### src/rtl/pipeline_ctrl.sv
// Pipeline hazard/exception controller: per-register stall vector, one-cycle flush with PC
// redirect, MEM-stall watchdog. Optional perf counters when PIPE_CTRL_PERF_EN is defined.
module pipeline_ctrl #(
  parameter int unsigned STALL_TIMEOUT = 255
) (
  input  logic        clk,
  input  logic        rst,
  input  logic        stall_req_if,
  input  logic        stall_req_id,
  input  logic        stall_req_ex,
  input  logic        stall_req_mem,
  input  logic        exc_req,
  input  logic [31:0] exc_pc,
  output logic [4:0]  stall,
  output logic        flush,
  output logic        redirect_valid,
  output logic [31:0] redirect_pc,
  output logic        timeout,
  output logic [31:0] perf_stall_cycles,
  output logic [31:0] perf_flush_count
);

  typedef enum logic [1:0] {
    IDLE     = 2'd0,
    EXC_WAIT = 2'd1,
    FLUSH    = 2'd2
  } state_t;

  localparam logic [15:0] TIMEOUT_C = 16'(STALL_TIMEOUT);

  state_t      state_r;
  logic [31:0] epc_r;
  logic [31:0] redirect_pc_r;
  logic        flush_r;
  logic        redirect_valid_r;
  logic        timeout_r;
  logic [15:0] wd_r;
  logic [15:0] wd_next_s;
  logic [4:0]  stall_s;

  // Stall vector: everything upstream of the deepest requesting stage holds; WB never stalls
  always_comb begin
    stall_s = 5'b00000;
    if (!rst) begin
      stall_s = 5'b00000;
    end else if (state_r == FLUSH) begin
      stall_s = 5'b00000;
    end else if (stall_req_mem) begin
      stall_s = 5'b01111;
    end else if (stall_req_ex) begin
      stall_s = 5'b00111;
    end else if (stall_req_id) begin
      stall_s = 5'b00011;
    end else if (stall_req_if) begin
      stall_s = 5'b00001;
    end else begin
      stall_s = 5'b00000;
    end
  end

  // Watchdog next value: counts consecutive MEM stalls, saturating at the threshold
  always_comb begin
    wd_next_s = 16'd0;
    if ((state_r == FLUSH) || !stall_req_mem) begin
      wd_next_s = 16'd0;
    end else if (wd_r == TIMEOUT_C) begin
      wd_next_s = wd_r;
    end else begin
      wd_next_s = wd_r + 16'd1;
    end
  end

  // Watchdog counter and single-shot timeout pulse on the cycle the count hits the threshold
  always_ff @(posedge clk or negedge rst) begin
    if (!rst) begin
      wd_r      <= 16'd0;
      timeout_r <= 1'b0;
    end else begin
      wd_r      <= wd_next_s;
      timeout_r <= (wd_next_s == TIMEOUT_C) && (wd_r != TIMEOUT_C);
    end
  end

  // Exception FSM; first accepted exception wins, later requests are dropped until IDLE
  always_ff @(posedge clk or negedge rst) begin
    if (!rst) begin
      state_r          <= IDLE;
      epc_r            <= 32'd0;
      redirect_pc_r    <= 32'd0;
      flush_r          <= 1'b0;
      redirect_valid_r <= 1'b0;
    end else begin
      case (state_r)
        IDLE: begin
          flush_r          <= 1'b0;
          redirect_valid_r <= 1'b0;
          if (exc_req) begin
            epc_r <= exc_pc;
            if (stall_req_mem) begin
              state_r <= EXC_WAIT;
            end else begin
              state_r          <= FLUSH;
              flush_r          <= 1'b1;
              redirect_valid_r <= 1'b1;
              redirect_pc_r    <= exc_pc;
            end
          end else begin
            state_r <= IDLE;
          end
        end
        EXC_WAIT: begin
          if (!stall_req_mem) begin
            state_r          <= FLUSH;
            flush_r          <= 1'b1;
            redirect_valid_r <= 1'b1;
            redirect_pc_r    <= epc_r;
          end else begin
            state_r          <= EXC_WAIT;
            flush_r          <= 1'b0;
            redirect_valid_r <= 1'b0;
          end
        end
        FLUSH: begin
          state_r          <= IDLE;
          flush_r          <= 1'b0;
          redirect_valid_r <= 1'b0;
        end
        default: begin
          state_r          <= IDLE;
          flush_r          <= 1'b0;
          redirect_valid_r <= 1'b0;
        end
      endcase
    end
  end

`ifdef PIPE_CTRL_PERF_EN
  logic [31:0] perf_stall_r;
  logic [31:0] perf_flush_r;

  // Free-running perf counters, wrapping modulo 2^32
  always_ff @(posedge clk or negedge rst) begin
    if (!rst) begin
      perf_stall_r <= 32'd0;
      perf_flush_r <= 32'd0;
    end else begin
      if (stall_s[0]) begin
        perf_stall_r <= perf_stall_r + 32'd1;
      end else begin
        perf_stall_r <= perf_stall_r;
      end
      if (state_r == FLUSH) begin
        perf_flush_r <= perf_flush_r + 32'd1;
      end else begin
        perf_flush_r <= perf_flush_r;
      end
    end
  end

  assign perf_stall_cycles = perf_stall_r;
  assign perf_flush_count  = perf_flush_r;
`else
  assign perf_stall_cycles = 32'd0;
  assign perf_flush_count  = 32'd0;
`endif

  assign stall          = stall_s;
  assign flush          = flush_r;
  assign redirect_valid = redirect_valid_r;
  assign redirect_pc    = redirect_pc_r;
  assign timeout        = timeout_r;

endmodule
### config.mk
export PLATFORM = sky130hd
export DESIGN_NAME = pipeline_ctrl
export DESIGN_NICKNAME = d
export VERILOG_FILES = /design/src/rtl/pipeline_ctrl.sv
export SDC_FILE = /design/constraint.sdc
export NUM_CORES = 1
export LEC_CHECK = 0
export ABC_AREA = 1
export CORE_MARGIN = 2
export CORE_UTILIZATION = 45
export CTS_CLUSTER_DIAMETER = 200
export DETAILED_ROUTE_END_ITERATION = 6
export PLACE_DENSITY = 0.79
export SLEW_MARGIN = 30
export SYNTH_ARGS = -nofsm -noshare
export SYNTH_HDL_FRONTEND = slang
export SYNTH_SLANG_ARGS = --single-unit
### constraint.sdc
create_clock -name clk -period 1.86 [get_ports clk]
set_input_delay 0.372 -clock clk [delete_from_list [all_inputs] [get_ports clk]]
set_output_delay 0.372 -clock clk [all_outputs]
set_load 0.03 [all_outputs]
# Word-level counts from Yosys, hierarchy flattened
# Cells that the tools add are included.
[op_classes]
add_sub_neg = 1
n_eq_ne = 8
n_mux = 18
n_reduce_logical = 7
[ops]
columns = ["cell", "count"]
rows = [
  ["$mux 32", 3],
  ["$pmux 32 s2", 1],
  ["$eq 16x8->1 const B", 2],
  ["$mux 16", 2],
  ["$add 16x1->16 const B", 1],
  ["$ne 16x8->1 const B", 1],
  ["$mux 4", 2],
  ["$mux 2", 3],
  ["$ne 2x2->1 const B", 3],
  ["$mux 5", 1],
  ["$pmux 2 s2", 1],
  ["$reduce_and 4->1", 1],
  ["$mux 1", 3],
  ["$mux 3", 1],
  ["$eq 2x1->1 const B", 1],
  ["$eq 2x2->1 const B", 1],
  ["$logic_not 2->1", 1],
  ["$pmux 1 s2", 1],
  ["$reduce_and 2->1", 1],
  ["$reduce_bool 2->1", 1],
  ["$logic_and 1x1->1", 1],
  ["$logic_not 1->1", 1],
  ["$logic_or 1x1->1", 1],
]
[word_totals]
ff_bits = 84
in_bits = 39
output_inout_bits = 104
word_cells = 40

# Longest topological paths before layout
# Gate-level depths: netlist of run 1.
[depth]
word_depth = 6
depth_mapped = 12

# Worst setup path before layout of run 1
# Ideal clock, no wire load.
[synth_path]
path_type = "register -> output"
startpoint = "reg redirect_valid (netlist name)"
endpoint = "out stall[0]"
t_arrival_ps = 1600
t_required_ps = 1488
path_slack_ps = -112
path_stages_with_launch = 8
cell_sequence = "dfrtp_1 > inv_2 > nor2_1 > nor2_1 > inv_1 > nor2_1 > a21oi_1 > inv_1"
[synth_lines]
columns = ["item", "line_no", "text"]
rows = [
  ["end: declaration", "14", "output logic [4:0] stall,"],
]

==> results of run 1 <==
==> where the power goes <==
group | switching [mW] | internal, mW
registers | 0.230 | 2.18
clock network | 0.692 | 0.492
logic | 1.16 | 0.805
==> registers in the layout, indices dropped and copies added, names as in the netlist <==
name	count
state_r	1
redirect_valid	1
epc_r	32
wd_r	16
timeout	1
redirect_pc	32
==> cell usage after synthesis (2+ instances only) <==
cell / count
a21oi_2: 2
xor2_1: 2
nand2_1: 78
buf_2: 10
nor2_1: 66
clkbuf_1: 9
inv_1: 21
nand3_1: 49
inv_2: 6
mux2_2: 32
a31oi_1: 32
nand4_1: 6
buf_4: 68
nor3_1: 4
o21ai_0: 2
a21oi_1: 9
dfrtp_1: 83
==> cell type report <==
| class | count | area, um^2 |
|---|---|---|
| well taps | 129 | 161 |
| clock buffers | 9 | 124 |
| fillers | 829 | 3990 |
| flip-flops and latches | 83 | 2080 |
| repair buffers | 96 | 936 |
| inverters | 28 | 105 |
| multi-input cells | 355 | 1880 |
| clock inverters | 7 | 51.3 |
==> placed cells by master (no fill, tap or decap), types with 2 or more instances in the layout <==
cell type and count:
nor2_1 60, conb_1 65, buf_6 2, clkinvlp_4 2, dlygate4sd2_1 2, buf_12 2
clkinv_2 2, mux2_2 32, a21oi_2 3, xor2_1 2, dlymetal6s2s_1 2, clkdlybuf4s50_1 68
inv_1 20, nor3_1 3, nor2_4 4, a21oi_1 7, nor2_2 3, inv_6 2
nand2_1 78, a31oi_1 32, inv_2 7, nand4_1 6, buf_4 20, nand3_1 49
dfrtp_1 83, o21ai_0 2, clkbuf_8 9
==> worst paths after layout <==
| check | from | end | slack, ns | depth (start not counted) |
|---|---|---|---|---|
| worst min-delay path | rst | wd_r[0] | 0.17 | 2 |
| max in group asynchronous | rst | epc_r[0] | 1.19 | 2 |
| min in group clk | stall_req_mem | state_r[0] | 0.42 | 3 |
| worst max register to register | redirect_valid | redirect_pc[18] | 0.12 | 8 |
| worst min register to register | epc_r[11] | epc_r[11] | 0.51 | 1 |
| worst max-delay path | redirect_valid | stall[0] | 0.05 | 8 |
==> critical path, stage by stage, from the launching register on <==
cell     delay, ns
dfrtp_1       0.42
inv_2         0.08
nor2_4        0.14
nor2_4        0.05
inv_2         0.08
nor2_4        0.04
a21oi_2       0.09
inv_1         0.06
buf_6         0.13
==> per-stage QoR <==
stage	util	hold WS (ns)	instances
floorplan	-	0.0764	554
global placement	0.545	0.487	690
detailed placement	0.545	0.493	690
CTS	0.567	0.203	707
global route	0.572	0.231	707
finish	0.572	0.168	707
==> per-layer routing <==
layer  global-route usage  vias to the layer above  share of wire
li1                     -                     1653              -
met1                0.237                     1678           0.42
met2                0.326                      147           0.49
met3               0.0445                       16          0.070
met4               0.0615                        0          0.017
met5                    0                        -              0
==> logic make-up (layout without fill, tap and decap cells) <==
family          after synthesis  count (layout)
simple gates                209             209
buf+inv                     116             140
flops                        83              83
compound gates               45              45
mux                          32              32
xor+xnor                      3               3
fa+ha+maj                     1               1
other cells                   1              65
==> what timing repair did <==
item / 4_1_cts / 5_1_grt
pin swaps: 2 / 3
buffers inserted: 1 / 0
resized for setup: 10 / 10
endpoints found under the setup margin: 5 / 6
gates cloned: 0 / 0
==> impl_metrics.json, run 1 <==
{
  "status": "completed",
  "cp_max_fo": 4,
  "ant_nets": 0,
  "drt_drc_violations_left": 0,
  "drv_slew": 0,
  "drt-vias-per-instance": 4.94,
  "initial_utilization": 0.467,
  "io_pins": 143,
  "post-place-ws_ns": -0.160,
  "cts_tree": "built",
  "synth_ff_type": "dfrtp_1",
  "portBuffers": 77,
  "num_vias": 3494,
  "hold_class": "in -> async",
  "setup_viol": 0,
  "relSlewSlack": 0.514,
  "die_h_um": 102,
  "fin_crit_sh": 0.973,
  "crit_type": "reg -> out",
  "async_flop_share": 1.00,
  "design_area_um2": 5340,
  "synth_top_area_frac": 0.477,
  "synthDistinctLibCells": 28,
  "yosysSeqAreaShare": 0.477,
  "irDropWorstVdd_mv": 0.608,
  "clock_latency_ns": 0.35,
  "yosys_warnings": 0,
  "htreeDepth": 3,
  "yosys.area_share.xor_xnor": 0.00603,
  "drt_iter0_markers": 229,
  "overflow": 0,
  "synth_adder_area_share": 0.00287,
  "drtPass1Iterations": 5,
  "antenna_found_initial": 0,
  "synthCells": 490,
  "clk_pin_slew_ns": 0.09,
  "synth_mux_area_frac": 0.0828,
  "min_period_ns": 1.81,
  "gp_congestion": 0.900,
  "fin_nets": 613,
  "holdBufCountCts": 0,
  "dp_hpwl_um": 6810,
  "drive_gt1_frac": 0.164,
  "rows": 35,
  "cp.required_ns": 1.49,
  "start_kind": "flip-flop",
  "skew_ns": 0.0151,
  "synth_compound_area_frac": 0.0626,
  "synthTopCellsByArea": "dfrtp_1 (48%), buf_4 (12%), mux2_2 (8.3%), nand2_1 (6.7%), nor2_1 (5.7%)",
  "yosys.area_share.simple": 0.205,
  "area.growth.synth_to_final_pct": 22.5,
  "tightestPinTransition_ns": 0.729,
  "wl_per_cell_um": 13.4,
  "total_power_mw": 5.56,
  "finalWorstSetupSlack_ns": 0.0509,
  "cp-end-kind": "primary output",
  "post_synth.cell_area_avg_um2": 8.89,
  "synth_edf_count": 0,
  "fmax_mhz": 553,
  "ys_ff_latch": 83,
  "cts_buffers": 9,
  "finalHoldViolCount": 0,
  "synth_top_family_by_area": "simple AND/OR/NAND/NOR gates",
  "p_leak_nw": 2.42,
  "fin_tns_setup_ns": 0,
  "totalWireLength_um": 9460,
  "die_x_um": 102,
  "grt_usage": 0.190,
  "cts_sinks": 83,
  "placed_cell_area_um2": 5090,
  "grt_pass1_wl_um": 15700,
  "max-clock-path-buffers": 2,
  "yosysTopAreaCell": "dfrtp_1",
  "grt_pass1_vias": 3398,
  "n_antenna_cell": 0,
  "syn_area_um2": 4350,
  "die_area_um2": 10500,
  "maxCapViolCount": 0,
  "power.density_nw_per_um2": 1040,
  "core_um2": 9330,
  "cts-root-buf": "clkbuf_8",
  "grt_start_max_net_pins": 84,
  "rsz0062_at_grt": "yes",
  "worstPathArrival_ns": 1.44
}
Note: power is estimated with default switching activity, not from simulation.
==> run 2: changes to the inputs <==
--- a/config.mk
+++ b/config.mk
@@ -9,8 +9,10 @@
 export CORE_MARGIN = 2
 export CORE_UTILIZATION = 45
 export CTS_CLUSTER_DIAMETER = 200
+export CTS_CLUSTER_SIZE = 16
 export DETAILED_ROUTE_END_ITERATION = 6
 export PLACE_DENSITY = 0.79
+export SKIP_CTS_REPAIR_TIMING = 1
 export SLEW_MARGIN = 30
 export SYNTH_ARGS = -nofsm -noshare
 export SYNTH_HDL_FRONTEND = slang
==> impl_metrics.json, run 2 (synthesized netlist as in run 1, its figures left out) <==
{
  "status": "completed",
  "design_area_um2": 5350,
  "portBuffers": 77,
  "placed_cells": 690,
  "switchingPower_mw": 2.08,
  "layout_commonest_cell": "dfrtp_1",
  "core_um2": 9330,
  "stdcell_count": 708,
  "initial_utilization": 0.467,
  "drv_slew": 0,
  "drt-vias-per-instance": 4.95,
  "clk_pin_slew_ns": 0.09,
  "worstPathArrival_ns": 1.43,
  "power_frac_clock": 0.212,
  "critPathTopFamily": "flip-flops",
  "start_kind": "flip-flop",
  "max-clock-path-buffers": 2,
  "ant_nets": 0,
  "cp_max_fo": 3,
  "crit_type": "reg -> out",
  "dp_hpwl_um": 6810,
  "r2r_slack_ns": 0.13,
  "pwr-share-comb": 0.354,
  "grt_pass1_vias": 3408,
  "skew_ns": 0.0156,
  "finalHoldViolCount": 0,
  "clock_latency_ns": 0.35,
  "grt_usage": 0.189,
  "finalWorstSetupSlack_ns": 0.0567,
  "fmax_mhz": 555,
  "die_h_um": 102,
  "fin_crit_sh": 0.969,
  "fillerInstances": 825,
  "fin_util": 0.574,
  "cp-end-kind": "primary output",
  "overflow": 0,
  "hold_class": "in -> async",
  "reg2reg_to": "timeout",
  "setup_viol": 0,
  "num_vias": 3508,
  "die_area_um2": 10500,
  "tightestPinTransition_ns": 0.730,
  "antenna_found_initial": 0,
  "io_pins": 143,
  "cts_tree": "built",
  "die_x_um": 102,
  "drtPass1Iterations": 5,
  "irDropWorstVdd_mv": 0.610,
  "drive_gt1_frac": 0.166,
  "rows": 35,
  "power.density_nw_per_um2": 1040,
  "grt_start_max_net_pins": 84,
  "cts_sinks": 83,
  "critPathBufInv": 4,
  "area.growth.synth_to_final_pct": 22.9,
  "multi_input_area_um2": 1880,
  "crit_chain": "inv_2 -> nor2_4 -> nor2_4 -> inv_2 -> nor2_4 -> a21oi_2 -> inv_1 -> buf_6",
  "p_seq_frac": 0.433,
  "fin_nets": 614,
  "drt_drc_violations_left": 0,
  "placed_cell_area_um2": 5090,
  "fin_tns_setup_ns": 0,
  "rsz0062_at_grt": "yes",
  "r2r-start": "wd_r[1]",
  "htreeDepth": 3,
  "cp.required_ns": 1.49,
  "maxCapViolCount": 0,
  "n_antenna_cell": 0,
  "grt_pass1_wl_um": 15600,
  "min_period_ns": 1.80,
  "cts_buffers": 9,
  "cts-root-buf": "clkbuf_8",
  "wl_per_cell_um": 13.4,
  "crit_top_cell": "nor2_4",
  "drt_iter0_markers": 247,
  "p_leak_nw": 2.45,
  "gp_congestion": 0.900,
  "switching_share": 0.374,
  "post-place-ws_ns": -0.160,
  "totalWireLength_um": 9460,
  "rr_worst_depth": 9,
  "max_stage_delay_ns": 0.39,
  "slowest_stage": "dfrtp_1",
  "relSlewSlack": 0.514,
  "regArea_um2": 2080,
  "p_int_mw": 3.48,
  "final_cell_mix": "dfrtp_1 (83), nand2_1 (78), clkdlybuf4s50_1 (68)"
}
-- run 2: cell types whose count changed in the layout (fill, tap and decap cells not counted), sizes merged --
cell,change
buf,+1
dlygate4sd2,-2
dlymetal6s2s,+2
-- run 2: per-layer routing --
layer | up-vias | wire [um] | global-route usage
met5 | - | 0 | 0
met3 | 14 | 745 | 0.0451
met2 | 151 | 4710 | 0.322
li1 | 1653 | - | -
met4 | 0 | 132 | 0.0656
met1 | 1690 | 3880 | 0.236
-- run 2: metrics by stage --
stage,power [mW],hold slack [ns]
after global placement,4.34,0.487
after CTS,5.57,0.203
after global routing,5.85,0.231
after floorplan,3.71,0.0764
after detailed placement,4.40,0.493
final,5.57,0.170
-- run 2: power groups by stage --
stage | Combinational, mW | Clock [mW] | Sequential [mW]
CTS | 1.96 | 1.20 | 2.41
finish | 1.97 | 1.18 | 2.41
global route | 2.11 | 1.28 | 2.46
global placement | 1.91 | 0 | 2.43
floorplan | 0.882 | 0 | 2.82
detailed placement | 1.96 | 0 | 2.45
-- run 2: area by class of cell --
| class | count | area share |
|---|---|---|
| tap | 129 | 0.0302 |
| timing repair buffer | 97 | 0.178 |
| clock buffer | 9 | 0.0232 |
| inverter | 28 | 0.0196 |
| multi-input combinational | 355 | 0.351 |
| sequential | 83 | 0.388 |
| clock inverter | 7 | 0.00959 |
-- run 2: worst max-delay path by stage --
stage                         startpoint  endpoint  slack (ns)  cells after the start
after global routing             wd_r[1]   timeout       -0.03                     11
after global placement     stall_req_mem  stall[0]       -0.08                      7
final                     redirect_valid  stall[0]        0.06                      8
after CTS                  stall_req_mem  stall[0]       -0.16                      7
after floorplan           redirect_valid  stall[0]        0.05                      7
after detailed placement   stall_req_mem  stall[0]       -0.16                      7
